==> src/rtl/uart_pkg.sv <==
// Shared UART definitions.
//   uart_arb_state_t : states of the transmitter-sharing arbiter FSM
//   UART_DATA_WIDTH  : default byte width for UART datapaths
package uart_pkg;

    localparam int UART_DATA_WIDTH = 8;

    typedef enum logic [1:0] {
        IDLE      = 2'd0,
        START     = 2'd1,
        WAIT_BUSY = 2'd2,
        WAIT_DONE = 2'd3
    } uart_arb_state_t;

endpackage

==> src/rtl/rr_priority_picker.sv <==
// Combinational round-robin picker.
// Searches upward from last+1 (wrapping modulo NUM_REQ) for the first set
// bit of req.
//   req   in  NUM_REQ          request vector
//   last  in  $clog2(NUM_REQ)  index granted most recently
//   grant out NUM_REQ          one-hot winner (all-zero when none)
//   index out $clog2(NUM_REQ)  winner index (0 when none)
//   any   out 1                at least one request present
module rr_priority_picker #(
    parameter int NUM_REQ = 4
) (
    input  logic [NUM_REQ-1:0]         req,
    input  logic [$clog2(NUM_REQ)-1:0] last,
    output logic [NUM_REQ-1:0]         grant,
    output logic [$clog2(NUM_REQ)-1:0] index,
    output logic                       any
);

    localparam int IDX_W = $clog2(NUM_REQ);

    int pos;

    // Walk offsets from the farthest to the nearest so that the nearest
    // requester after 'last' is the one left standing.
    always_comb begin
        pos   = 0;
        index = '0;
        any   = 1'b0;
        for (int k = NUM_REQ; k >= 1; k--) begin
            pos = (int'(last) + k) % NUM_REQ;
            if (req[IDX_W'(pos)]) begin
                index = IDX_W'(pos);
                any   = 1'b1;
            end
        end
    end

    generate
        for (genvar gi = 0; gi < NUM_REQ; gi++) begin : g_grant
            assign grant[gi] = any && (index == IDX_W'(gi));
        end
    endgenerate

endmodule

==> src/rtl/uart_tx_arbiter.sv <==
// Round-robin arbiter sharing one UART transmitter among NUM_REQ byte
// requesters. One byte is accepted per frame; the transmitter busy flag is
// tracked until the frame ends, with a timeout if busy never rises.
//   clk           in   system clock
//   rst           in   asynchronous active-high reset
//   req_valid     in   per-requester byte-offered flags
//   req_data      in   packed bytes, requester i at [i*DATA_WIDTH +: DATA_WIDTH]
//   req_ready     out  one-hot accept (only in IDLE with transmitter idle)
//   tx_start      out  one-cycle frame launch pulse
//   tx_data       out  byte for the transmitter, stable for the whole frame
//   tx_busy       in   transmitter frame-in-progress flag
//   grant_id      out  requester owning the current/last frame
//   start_timeout out  one-cycle pulse: busy never rose after tx_start
module uart_tx_arbiter
    import uart_pkg::*;
#(
    parameter int DATA_WIDTH   = UART_DATA_WIDTH,
    parameter int NUM_REQ      = 4,
    parameter int BUSY_TIMEOUT = 16
) (
    input  logic                          clk,
    input  logic                          rst,
    input  logic [NUM_REQ-1:0]            req_valid,
    input  logic [NUM_REQ*DATA_WIDTH-1:0] req_data,
    output logic [NUM_REQ-1:0]            req_ready,
    output logic                          tx_start,
    output logic [DATA_WIDTH-1:0]         tx_data,
    input  logic                          tx_busy,
    output logic [$clog2(NUM_REQ)-1:0]    grant_id,
    output logic                          start_timeout
);

    localparam int IDX_W = $clog2(NUM_REQ);
    localparam int CNT_W = $clog2(BUSY_TIMEOUT);
    localparam logic [CNT_W-1:0] CNT_MAX = CNT_W'(BUSY_TIMEOUT - 1);

    uart_arb_state_t  state_reg, state_next;
    logic [CNT_W-1:0] cnt_reg, cnt_next;
    logic [IDX_W-1:0] last_grant_reg;

    logic [NUM_REQ-1:0]    pick_grant;
    logic [IDX_W-1:0]      pick_index;
    logic                  pick_any;
    logic                  accept;
    logic [DATA_WIDTH-1:0] data_arr [NUM_REQ];

    generate
        for (genvar gi = 0; gi < NUM_REQ; gi++) begin : g_unpack
            assign data_arr[gi] = req_data[gi*DATA_WIDTH +: DATA_WIDTH];
        end
    endgenerate

    rr_priority_picker #(
        .NUM_REQ (NUM_REQ)
    ) u_picker (
        .req   (req_valid),
        .last  (last_grant_reg),
        .grant (pick_grant),
        .index (pick_index),
        .any   (pick_any)
    );

    // A busy transmitter in IDLE belongs to someone else (or is a stale
    // frame from before reset), so nothing is accepted until it clears.
    assign accept    = (state_reg == IDLE) && !tx_busy && pick_any;
    assign req_ready = (accept && !rst) ? pick_grant : '0;

    always_ff @(posedge clk or posedge rst) begin
        if (rst) begin
            state_reg      <= IDLE;
            cnt_reg        <= '0;
            last_grant_reg <= IDX_W'(NUM_REQ - 1);
            tx_data        <= '0;
            grant_id       <= '0;
        end else begin
            state_reg <= state_next;
            cnt_reg   <= cnt_next;
            if (accept) begin
                tx_data        <= data_arr[pick_index];
                grant_id       <= pick_index;
                last_grant_reg <= pick_index;
            end
        end
    end

    always_comb begin
        state_next    = state_reg;
        cnt_next      = cnt_reg;
        tx_start      = 1'b0;
        start_timeout = 1'b0;
        case (state_reg)
            IDLE: begin
                if (accept) state_next = START;
            end
            START: begin
                // Busy seen here is ignored; WAIT_BUSY samples it next.
                tx_start   = 1'b1;
                cnt_next   = '0;
                state_next = WAIT_BUSY;
            end
            WAIT_BUSY: begin
                // Busy wins over an expiring count on the same edge.
                if (tx_busy) begin
                    state_next = WAIT_DONE;
                end else if (cnt_reg == CNT_MAX) begin
                    start_timeout = 1'b1;
                    state_next    = IDLE;
                end else begin
                    cnt_next = cnt_reg + 1'b1;
                end
            end
            WAIT_DONE: begin
                if (!tx_busy) state_next = IDLE;
            end
            default: state_next = IDLE;
        endcase
    end

endmodule

==> config.mk <==
export PLATFORM = sky130hd
export DESIGN_NAME = uart_tx_arbiter
export DESIGN_NICKNAME = d
export VERILOG_FILES = /design/src/rtl/uart_pkg.sv /design/src/rtl/rr_priority_picker.sv /design/src/rtl/uart_tx_arbiter.sv
export SDC_FILE = /design/constraint.sdc
export NUM_CORES = 1
export LEC_CHECK = 0
export BUFFER_PORTS_ARGS = -buffer_cell sky130_fd_sc_hd__buf_2
export CORE_MARGIN = 5
export CORE_UTILIZATION = 40
export DETAILED_ROUTE_END_ITERATION = 8
export PLACE_DENSITY = 0.71
export SYNTH_ARGS = -nofsm -noshare
export SYNTH_HDL_FRONTEND = slang
export SYNTH_SLANG_ARGS = --single-unit
export TNS_END_PERCENT = 30
==> constraint.sdc <==
create_clock -name clk -period 3 [get_ports clk]
set_input_delay 0.45 -clock clk [delete_from_list [all_inputs] [get_ports clk]]
set_output_delay 0.45 -clock clk [all_outputs]
set_load 0.02 [all_outputs]
-- Yosys cells after proc, flatten, opt, wreduce, memory -nomap -nowiden
Cells that the tools add are included.
- mux-type cells: 36
- bitwise logic cells: 1
- eq/ne operators: 12
- reduce and logical (&&, ||, !) cells: 14
- add/sub/neg operators: 5
- $lt $le $gt $ge: 5
- operator list (operator ; count):
    binary-select mux 8 bit (select 2 bit) ; 1
    < comparator 2 x 4 -> 1 bit (second input constant) ; 4
    two-way mux 1 bit ; 16
    two-way mux 2 bit ; 8
    two-way mux 8 bit ; 2
    two-way mux 4 bit ; 3
    binary-select mux 1 bit (select 2 bit) ; 4
    == test 2 bit (second input constant) ; 4
    inequality test 2 bit (second input constant) ; 4
    case mux 2 bit (4 select lines) ; 1
    case mux 4 bit (2 select lines) ; 1
    logical AND 1 bit ; 7
    AND reduction 3 bit ; 2
    adder 2 x 1 -> 2 bit (second input constant) ; 2
    adder 2 bit (second input constant) ; 2
    adder 4 x 1 -> 4 bit (second input constant) ; 1
    == test 2 x 1 -> 1 bit (second input constant) ; 2
    == test 4 bit (second input constant) ; 1
    zero test 2 bit ; 2
    greater-or-equal comparator 3 bit (second input constant) ; 1
    inequality test 3 bit (second input constant) ; 1
    inverter 2 -> 3 bit ; 1
    zero test 1 bit ; 2
    nonzero test 2 bit ; 1
- output and inout port bits: 16
- logic and storage cells: 78
- register bits after elaboration: 18
- input port bits: 39

-- Logic depth before layout (Yosys ltp)
Gate-level depths: netlist of run 1.
- depth in word-level cells: 12
- gate-level depth with buffers: 7
- depth with buffers taken out: 6

-- Cells and area by module
From an unflattened synthesis of run 1, not the netlist that was laid out.
- cell total of the unflattened synthesis: 131
- area total of the unflattened synthesis: 1252.5 µm²
- by module, submodules not included (module ; sequential area each (µm²) ; area each (µm²) ; cells each ; times used):
    uart_tx_arbiter ; 452.9 ; 1008.5 ; 97 ; 1
    rr_priority_picker ; 0.0 ; 244.0 ; 34 ; 1

-- Worst setup path after synthesis of run 1
No wires, ideal clock.
- kind: input-to-output
- start point: input port req_valid[1]
- end point: output port req_ready[1]
- cell stages on the path: 5
- buffers on the path: 2
- slack: 0.637 ns
- arrival: 1.913 ns
- required time: 2.550 ns
- cell sequence: buf_6 -> nor3b_1 -> nor3_4 -> buf_6 -> nor4_1
- longest elaborated chain between the ends: 10
- elaborated cells on any way between the ends: 25
- classes of those cells: 1 x eq/ne; 21 x mux; 3 x reduce/logical
- ends and longest elaborated chain (what ; line ; source):
    from (decl) ; uart_tx_arbiter.sv:23 ; input logic [NUM_REQ-1:0] req_valid,
    binary-select mux 1 bit (select 2 bit) ; rr_priority_picker.sv:31 ; if (req[IDX_W'(pos)]) begin
    two-way mux 1 bit (implied by the code) (2 in series) ; rr_priority_picker.sv:31 ;
    two-way mux 2 bit / two-way mux 1 bit (equally long branches) (4 in series) ; rr_priority_picker.sv:31 ;
    == test 2 x 1 -> 1 bit / logical AND 1 bit (equally long branches) ; rr_priority_picker.sv:40, uart_tx_arbiter.sv:65 ;
    logical AND 1 bit, on equally long branches ; rr_priority_picker.sv:40, uart_tx_arbiter.sv:66 ;
    two-way mux 4 bit * ; uart_tx_arbiter.sv:66 ; assign req_ready = (accept && !rst) ? pick_grant : '0;
    to (decl) ; uart_tx_arbiter.sv:25 ; output logic [NUM_REQ-1:0] req_ready,
Every way passes the cells marked *; elsewhere a longest branch is shown, timed or not. The select of a mux whose other input is x is not followed.

-- Final worst setup path of run 1
- start point: register state_reg[1]
- end point: output port req_ready[2]
- longest elaborated chain between the ends: 5
- ends and longest elaborated chain (what ; line ; source):
    from (decl) ; uart_tx_arbiter.sv:37 ; uart_arb_state_t state_reg, state_next;
    from (signal assigned) ; uart_tx_arbiter.sv:76 ; state_reg <= state_next;
    zero test 2 bit ; uart_tx_arbiter.sv:65 ; assign accept = (state_reg == IDLE) && !tx_busy && pick_any;
    logical AND 1 bit (2 in series) ; uart_tx_arbiter.sv:65 ;
    logical AND 1 bit ; uart_tx_arbiter.sv:66 ;
    two-way mux 4 bit ; uart_tx_arbiter.sv:66 ;
No other way between the ends.

==> impl_metrics.ini, run 1 <==
[worst_setup_path]
arrival_ns = 2.09
endpoint_kind = output pin
rr_startpoint = last_grant_reg[1]
required_ns = 2.55
crit_type = flop to output pin
startpoint_type = flop
path_max_fanout = 9
crit_path_start = state_reg[1]

[run]
maxCapViolCount = 0

[routing]
drtIter0Drc = 79
via_count = 1103
routedWlPerCell_um = 14.5
routed_wl_um = 2960
drc = 0
ant_nets = 0
drt_pass1_iterations = 4
viasPerCell = 5.41

[synth]
synthFlopType = dfrtp_1
synth_top_family_by_area = simple AND/OR/NAND/NOR gates
synth_adder_area_share = 0.0108
async_flop_share = 1.00
synth_top_area_frac = 0.345
ys_ff_latch = 18
synthCells = 115
ys_seq_area_frac = 0.391
avgSynthCellArea_um2 = 10.1
synth_compound_area_frac = 0.191
synth_area_um2 = 1160
synth-simple-area-share = 0.223
synth_xor_xnor_area_share = 0.0151
synthMuxAreaShare = 0.129
synthesis.nets = 155
synth_edf_count = 0
yosysUniqueCellTypes = 39
synth_top_area_cell = dfrtp_1
yosysWarnings = 0
synthTopCellsByArea = dfrtp_1 35%, mux2i_1 13%, a221oi_2 7.8%, nor2_1 5.5%, dfstp_2 4.5%

[clock_tree]
clk_path_buf_depth = 2
htreeDepth = 1
cts.sink_count = 18
ctsResizeCount = 0
post-cts-setup-buffers = 0
cts_buffers = 3
insertion_delay_ns = 0.30
cts_tree = yes
clk_root_buffer_cell = clkbuf_4
clk_pin_slew_worst_paths_ns = 0.11
hold_buffers = 0

[power]
share_comb_of_total_power = 0.532
internal-power_mw = 0.718
ir_drop_mv = 0.620
p_clk_frac = 0.120
p_sw_mw = 0.554
pwr_density_cell_nw_per_um2 = 845
pwr-share-seq = 0.349
leakagePower_nw = 0.771
switching_share = 0.435

[placement]
dp_hpwl_um = 2400
numPortBuffers = 54
place_ws_ns = 0.693
gp_congestion = 0.811

[global_route]
grt_max_degree = 16
grt_pass1_wl_um = 4960
gr-total-overflow = 0
track_usage = 0.148
antenna_found_initial = 0
grt_pass1_vias = 1087

[timing]
fin_skew_ns = 0.00605
fin_ws_ns = 0.456
setup_viol = 0
tightest_slew_ns = 0.526
fmax_ghz = 0.393
hold_ws_ns = 0.115
rsz0062_at_grt = no
hold_violations = 0
slew_violations = 0
min_period_over_period = 0.848
maxSlewHeadroom = 0.650
post-route-min-period_ns = 2.54
tns_ns = 0

[floorplanning]
die_x_um = 63.9
rows = 19
fp.dieArea_um2 = 4080
die_h_um = 63.9
start_util = 0.421
ios = 55
core_area_um2 = 2760

[finish]
nets = 214
syn_to_final_growth_pct = 29.7
drive_gt1_frac = 0.445
nFillCells = 252
num_antenna_cells = 0
largest_reg_flops = 8
register_area_um2 = 453
multi_input_area_um2 = 661

[min_path]
min_path_type = input pin to asynchronous set/reset pin

[status]
status = finished, final reports clean
-- Yosys cell counts, types with 3 or more instances --
master,count
nand2b_1,5
mux2i_1,15
nand3_1,3
nand2_1,7
inv_1,4
nor2_1,17
a221oi_2,6
o21ai_0,5
dfrtp_1,16
-- power groups by stage --
stage | Combinational, mW | Clock, mW | Sequential [mW]
after global placement | 0.663 | 0 | 0.441
final | 0.676 | 0.152 | 0.443
after CTS | 0.683 | 0.157 | 0.444
after detailed placement | 0.682 | 0 | 0.447
after global routing | 0.736 | 0.171 | 0.463
after floorplan | 0.421 | 0 | 0.514
-- cell type report --
class,count,area share
clock buffer,4,0.0241
inverter,4,0.00998
tap,31,0.0258
sequential,18,0.301
multi-input combinational,89,0.439
timing repair buffer,58,0.200
-- per-stage QoR --
| stage | area [um^2] | instances | total power, mW | util |
|---|---|---|---|---|
| detailed placement | 1470 | 200 | 1.13 | 0.532 |
| CTS | 1500 | 204 | 1.28 | 0.545 |
| floorplan | 1160 | 115 | 0.935 | - |
| finish | 1500 | 204 | 1.27 | 0.545 |
| global placement | 1470 | 200 | 1.10 | 0.532 |
| global route | 1500 | 204 | 1.37 | 0.545 |
-- routing by layer --
layer	vias up	part of all wire	track usage
met1	523	0.41	0.184
met2	37	0.51	0.242
met4	0	0.0064	0.0364
met3	2	0.075	0.0543
met5	-	0	0
li1	541	-	-
-- worst max-delay path, cell delays in order (launching register included) --
cell,delay (ns)
dfrtp_1,0.44
nor3_1,0.32
o41ai_2,0.13
buf_4,0.18
nor3_2,0.36
and3_1,0.21
buf_2,0.16
-- logic make-up (layout without fill, tap and decap cells) --
| family | after synthesis | after routing |
|---|---|---|
| simple gates | 48 | 48 |
| compound gates | 23 | 23 |
| flops | 18 | 18 |
| mux | 15 | 15 |
| buf+inv | 8 | 66 |
| xor+xnor | 2 | 2 |
| fa+ha+maj | 1 | 1 |
-- worst paths after layout --
kind,slack [ns],to,depth (start not counted)
max,0.46,req_ready[2],6
min,0.11,tx_data[6],2
max reg2reg,1.02,tx_data[3],5
min reg2reg,0.51,grant_id[1],2
max in group asynchronous,2.33,last_grant_reg[0],3
min in group clk,0.40,state_reg[0],3
-- cell usage in the layout, fill, tap and decap left out, types with 3 or more instances in the layout --
| cell | n |
|---|---|
| o21ai_0 | 5 |
| mux2i_1 | 15 |
| nand2_1 | 7 |
| nand3_1 | 3 |
| nor2_1 | 17 |
| buf_2 | 54 |
| dfrtp_1 | 16 |
| a221oi_2 | 6 |
| nand2b_1 | 5 |
| buf_4 | 4 |
| inv_1 | 4 |
| clkbuf_4 | 3 |
Power figures use the tool's default switching activity.
==> run 2, diff against run 1 <==
PLACE_DENSITY = 0.73   (was 0.71)
clock period = 2.32 ns   (was 3 ns; I/O delays follow)
==> run 2 against run 1 <==
Effect of this change: utilization increased by 1.3 points; clock-buffer cell count unchanged; wire length grew 1.0%; combinational power rose by 34%; sequential power is 30% higher; global-route usage grew 0.23 points.
==> impl_metrics.ini, run 2 (synthesis results as in run 1) <==
[routing]
routed_wl_um = 2990
drt_pass1_iterations = 5
viasPerCell = 5.29
ant_nets = 0
drc = 0
routedWlPerCell_um = 14.4
drtIter0Drc = 54
via_count = 1094

[worst_setup_path]
required_ns = 1.97
reg2reg_slack_ns = 0.54
arrival_ns = 1.89
endpoint_kind = output pin
crit_type = flop to output pin
rr_startpoint = last_grant_reg[1]
reg2reg_depth = 5
rr_endpoint = tx_data[1]
startpoint_type = flop
path_max_fanout = 6

[min_path]
hold_depth = 3
hp-start = tx_busy
min_path_type = input pin to flop
worstHoldEndpoint = state_reg[0]

[placement]
gp_congestion = 0.826
numPortBuffers = 54
dp_hpwl_um = 2480

[floorplanning]
fp.dieArea_um2 = 4080
ios = 55
start_util = 0.421
rows = 19
die_h_um = 63.9
core_area_um2 = 2760
die_x_um = 63.9

[timing]
setup_viol = 0
tightest_slew_ns = 0.492
min_period_over_period = 0.966
rsz0062_at_grt = yes
maxSlewHeadroom = 0.672
slew_violations = 0
fmax_ghz = 0.446
post-route-min-period_ns = 2.24
fin_skew_ns = 0.00345
hold_ws_ns = 0.324
tns_ns = 0
hold_violations = 0

[clock_tree]
cts_tree = yes
cts_buffers = 3
post-cts-setup-buffers = 0
cts.sink_count = 18
clk_path_buf_depth = 2
clk_root_buffer_cell = clkbuf_4
insertion_delay_ns = 0.29
htreeDepth = 1
clk_pin_slew_worst_paths_ns = 0.10

[global_route]
grt_pass1_wl_um = 5100
antenna_found_initial = 0
grt_max_degree = 15
track_usage = 0.150
grt_pass1_vias = 1184
gr-total-overflow = 0

[finish]
layout_commonest_cell = buf_2
num_antenna_cells = 0
final_cell_mix = 54 x buf_2, 17 x nor2_1, 16 x dfrtp_1, 15 x mux2i_1, 7 x nand2_1
syn_to_final_growth_pct = 32.7
nets = 217
drive_gt1_frac = 0.460
largest_reg_flops = 8

[power]
ir_drop_mv = 0.778
leakagePower_nw = 0.786
p_total_mw = 1.67
pwr_density_cell_nw_per_um2 = 1090

[status]
status = finished, final reports clean

[run]
maxCapViolCount = 0
-- run 2: where the power goes --
| group | internal [mW] | leakage (nW) | switching (mW) |
|---|---|---|---|
| Clock | 0.0955 | 0.0210 | 0.0938 |
| Combinational | 0.390 | 0.555 | 0.517 |
| Sequential | 0.467 | 0.210 | 0.108 |
| Total | 0.952 | 0.786 | 0.719 |
-- run 2: cell type report --
class	instances	area, um^2
fillers	258	1220
multi-input cells	89	671
flip-flops and latches	18	453
repair buffers	61	325
well taps	31	38.8
clock buffers	4	36.3
inverters	4	15.0
-- run 2: critical path, cell delays in order, from the launching register on --
cell     delay [ns]
dfstp_2        0.59
mux2i_1        0.08
o21ai_1        0.25
nor2_1         0.17
nor4_1         0.29
buf_2          0.22
-- run 2: metrics by stage --
step,worst slack (ns),area (um^2),instances,util
finish,0.0798,1540,207,0.558
global route,-0.0426,1540,207,0.558
CTS,0.0273,1530,207,0.556
detailed placement,0.266,1480,202,0.538
global placement,0.376,1480,202,0.538
floorplan,0.161,1160,115,-
-- run 2: how the worst max path moves through the flow --
stage	from	end	slack, ns	cells after the start
finish	last_grant_reg[1]	req_ready[1]	0.08	5
floorplan	req_valid[1]	req_ready[1]	0.16	5
global route	last_grant_reg[0]	req_ready[3]	-0.04	5
CTS	last_grant_reg[0]	req_ready[3]	0.03	5
global placement	req_valid[1]	req_ready[3]	0.38	6
detailed placement	last_grant_reg[1]	req_ready[1]	0.27	5
-- run 2: timing repair --
action,4_1_cts,5_1_grt
gates cloned,0,0
gates resized for setup,2,1
pin swaps,0,0
endpoints found under the hold margin,3,0
hold buffers,1,0
setup endpoints to repair,2,3
-- run 2: per-layer routing --
metal	track usage	part of all wire
met1	0.171	0.40
met2	0.270	0.52
met3	0.0350	0.063
met4	0.0545	0.018
met5	0	0
==> run 3, diff against run 2 <==
CTS_BUF_LIST = sky130_fd_sc_hd__clkbuf_16   (was unset)
==> run 3 against run 2 <==
Effect of this change: maximum frequency grew 2.9%; combinational power barely moved; critical path type unchanged; largest cell class unchanged; sequential power about the same; die area did not move.
==> impl_metrics.ini, run 3 (synthesis results as in run 1) <==
[global_route]
gr-total-overflow = 0
grt_max_degree = 15
grt_pass1_vias = 1191
track_usage = 0.151
grt_pass1_wl_um = 5110
antenna_found_initial = 0

[routing]
drtIter0Drc = 47
ant_nets = 0
routed_wl_um = 2970
drt_pass1_iterations = 4
via_count = 1088
viasPerCell = 5.28
drc = 0
routedWlPerCell_um = 14.4

[clock_tree]
post-cts-setup-buffers = 0
ctsResizeCount = 1
hold_buffers = 0
clk_root_buffer_cell = clkbuf_16
cts_tree = yes
cts.sink_count = 18
clk_pin_slew_worst_paths_ns = 0.05
htreeDepth = 1
cts_buffers = 3
insertion_delay_ns = 0.25
clk_path_buf_depth = 2

[power]
pwr_density_cell_nw_per_um2 = 1160
leakagePower_nw = 0.799
ir_drop_mv = 0.756

[worst_setup_path]
crit_buf_inv = 1
crit_path_top_delay_cell = dfstp_2
cp_slowest_stage_delay_ns = 0.57
startpoint_type = flop
path_max_fanout = 6
required_ns = 1.97
crit_type = flop to output pin
crit_family = flip-flops
arrival_ns = 1.83
path_cells = mux2i_1, o21ai_1, nor2_1, nor4_1, buf_2
endpoint_kind = output pin

[finish]
num_antenna_cells = 0
final_cell_mix = 54 x buf_2, 17 x nor2_1, 16 x dfrtp_1, 15 x mux2i_1, 7 x nand2_1
largest_reg_flops = 8
drive_gt1_frac = 0.457
layout.cells.non_filler = 206
layout_commonest_cell = buf_2
nets = 216
syn_to_final_growth_pct = 35.5

[floorplanning]
core_area_um2 = 2760
die_x_um = 63.9
rows = 19
die_h_um = 63.9
fp.dieArea_um2 = 4080
ios = 55
start_util = 0.421

[timing]
tightest_slew_ns = 0.484
rsz0062_at_grt = no
min_period_over_period = 0.938
post-route-min-period_ns = 2.18
hold_violations = 0
fin_skew_ns = 0.00229
setup_viol = 0
slew_violations = 0
maxSlewHeadroom = 0.677
fmax_ghz = 0.459
tns_ns = 0

[placement]
dp_hpwl_um = 2480
numPortBuffers = 54
gp_congestion = 0.826
placed_cells = 202

[status]
status = finished, final reports clean

[min_path]
min_path_type = input pin to asynchronous set/reset pin

[run]
maxCapViolCount = 0
[run 3: routing by layer]
| metal | up-vias | track usage | part of all wire |
|---|---|---|---|
| li1 | 546 | - | - |
| met1 | 504 | 0.170 | 0.40 |
| met2 | 32 | 0.268 | 0.52 |
| met3 | 6 | 0.0333 | 0.060 |
| met4 | 0 | 0.0701 | 0.016 |
| met5 | - | 0 | 0 |
[run 3: metrics by stage]
stage | power (mW) | setup WS, ns | util | cell area (um^2) | hold WS (ns)
finish | 1.82 | 0.144 | 0.570 | 1570 | 0.0328
global route | 1.96 | 0.0369 | 0.570 | 1570 | 0.0530
CTS | 1.83 | 0.0749 | 0.566 | 1560 | 0.0332
detailed placement | 1.48 | 0.266 | 0.538 | 1480 | 0.299
global placement | 1.44 | 0.376 | 0.538 | 1480 | 0.286
floorplan | 1.21 | 0.161 | - | 1160 | 0.295
[run 3: final timing paths]
path	startpoint	end	slack, ns	cells past startpoint
worst min-delay path	rst	state_reg[0]	0.03	2
worst min register to register	grant_id[1]	grant_id[1]	0.50	2
max in group asynchronous	rst	last_grant_reg[0]	1.77	3
worst max-delay path	last_grant_reg[1]	req_ready[1]	0.14	5
min in group clk	tx_busy	state_reg[0]	0.37	3
worst max register to register	last_grant_reg[1]	tx_data[2]	0.54	5
[run 3: area by class of cell]
type | count | area, um^2
repair buffers | 60 | 315
flip-flops and latches | 18 | 453
clock buffers | 3 | 75.1
fillers | 254 | 1190
multi-input cells | 89 | 671
inverters | 4 | 15.0
clock inverters | 1 | 3.75
well taps | 31 | 38.8
[run 3: report_power, final]
| part | leakage [nW] | total, mW | switching (mW) | internal (mW) |
|---|---|---|---|---|
| sequential | 0.210 | 0.576 | 0.107 | 0.469 |
| combinational | 0.551 | 0.907 | 0.517 | 0.389 |
| clock | 0.0385 | 0.340 | 0.112 | 0.229 |
| total | 0.799 | 1.82 | 0.736 | 1.09 |
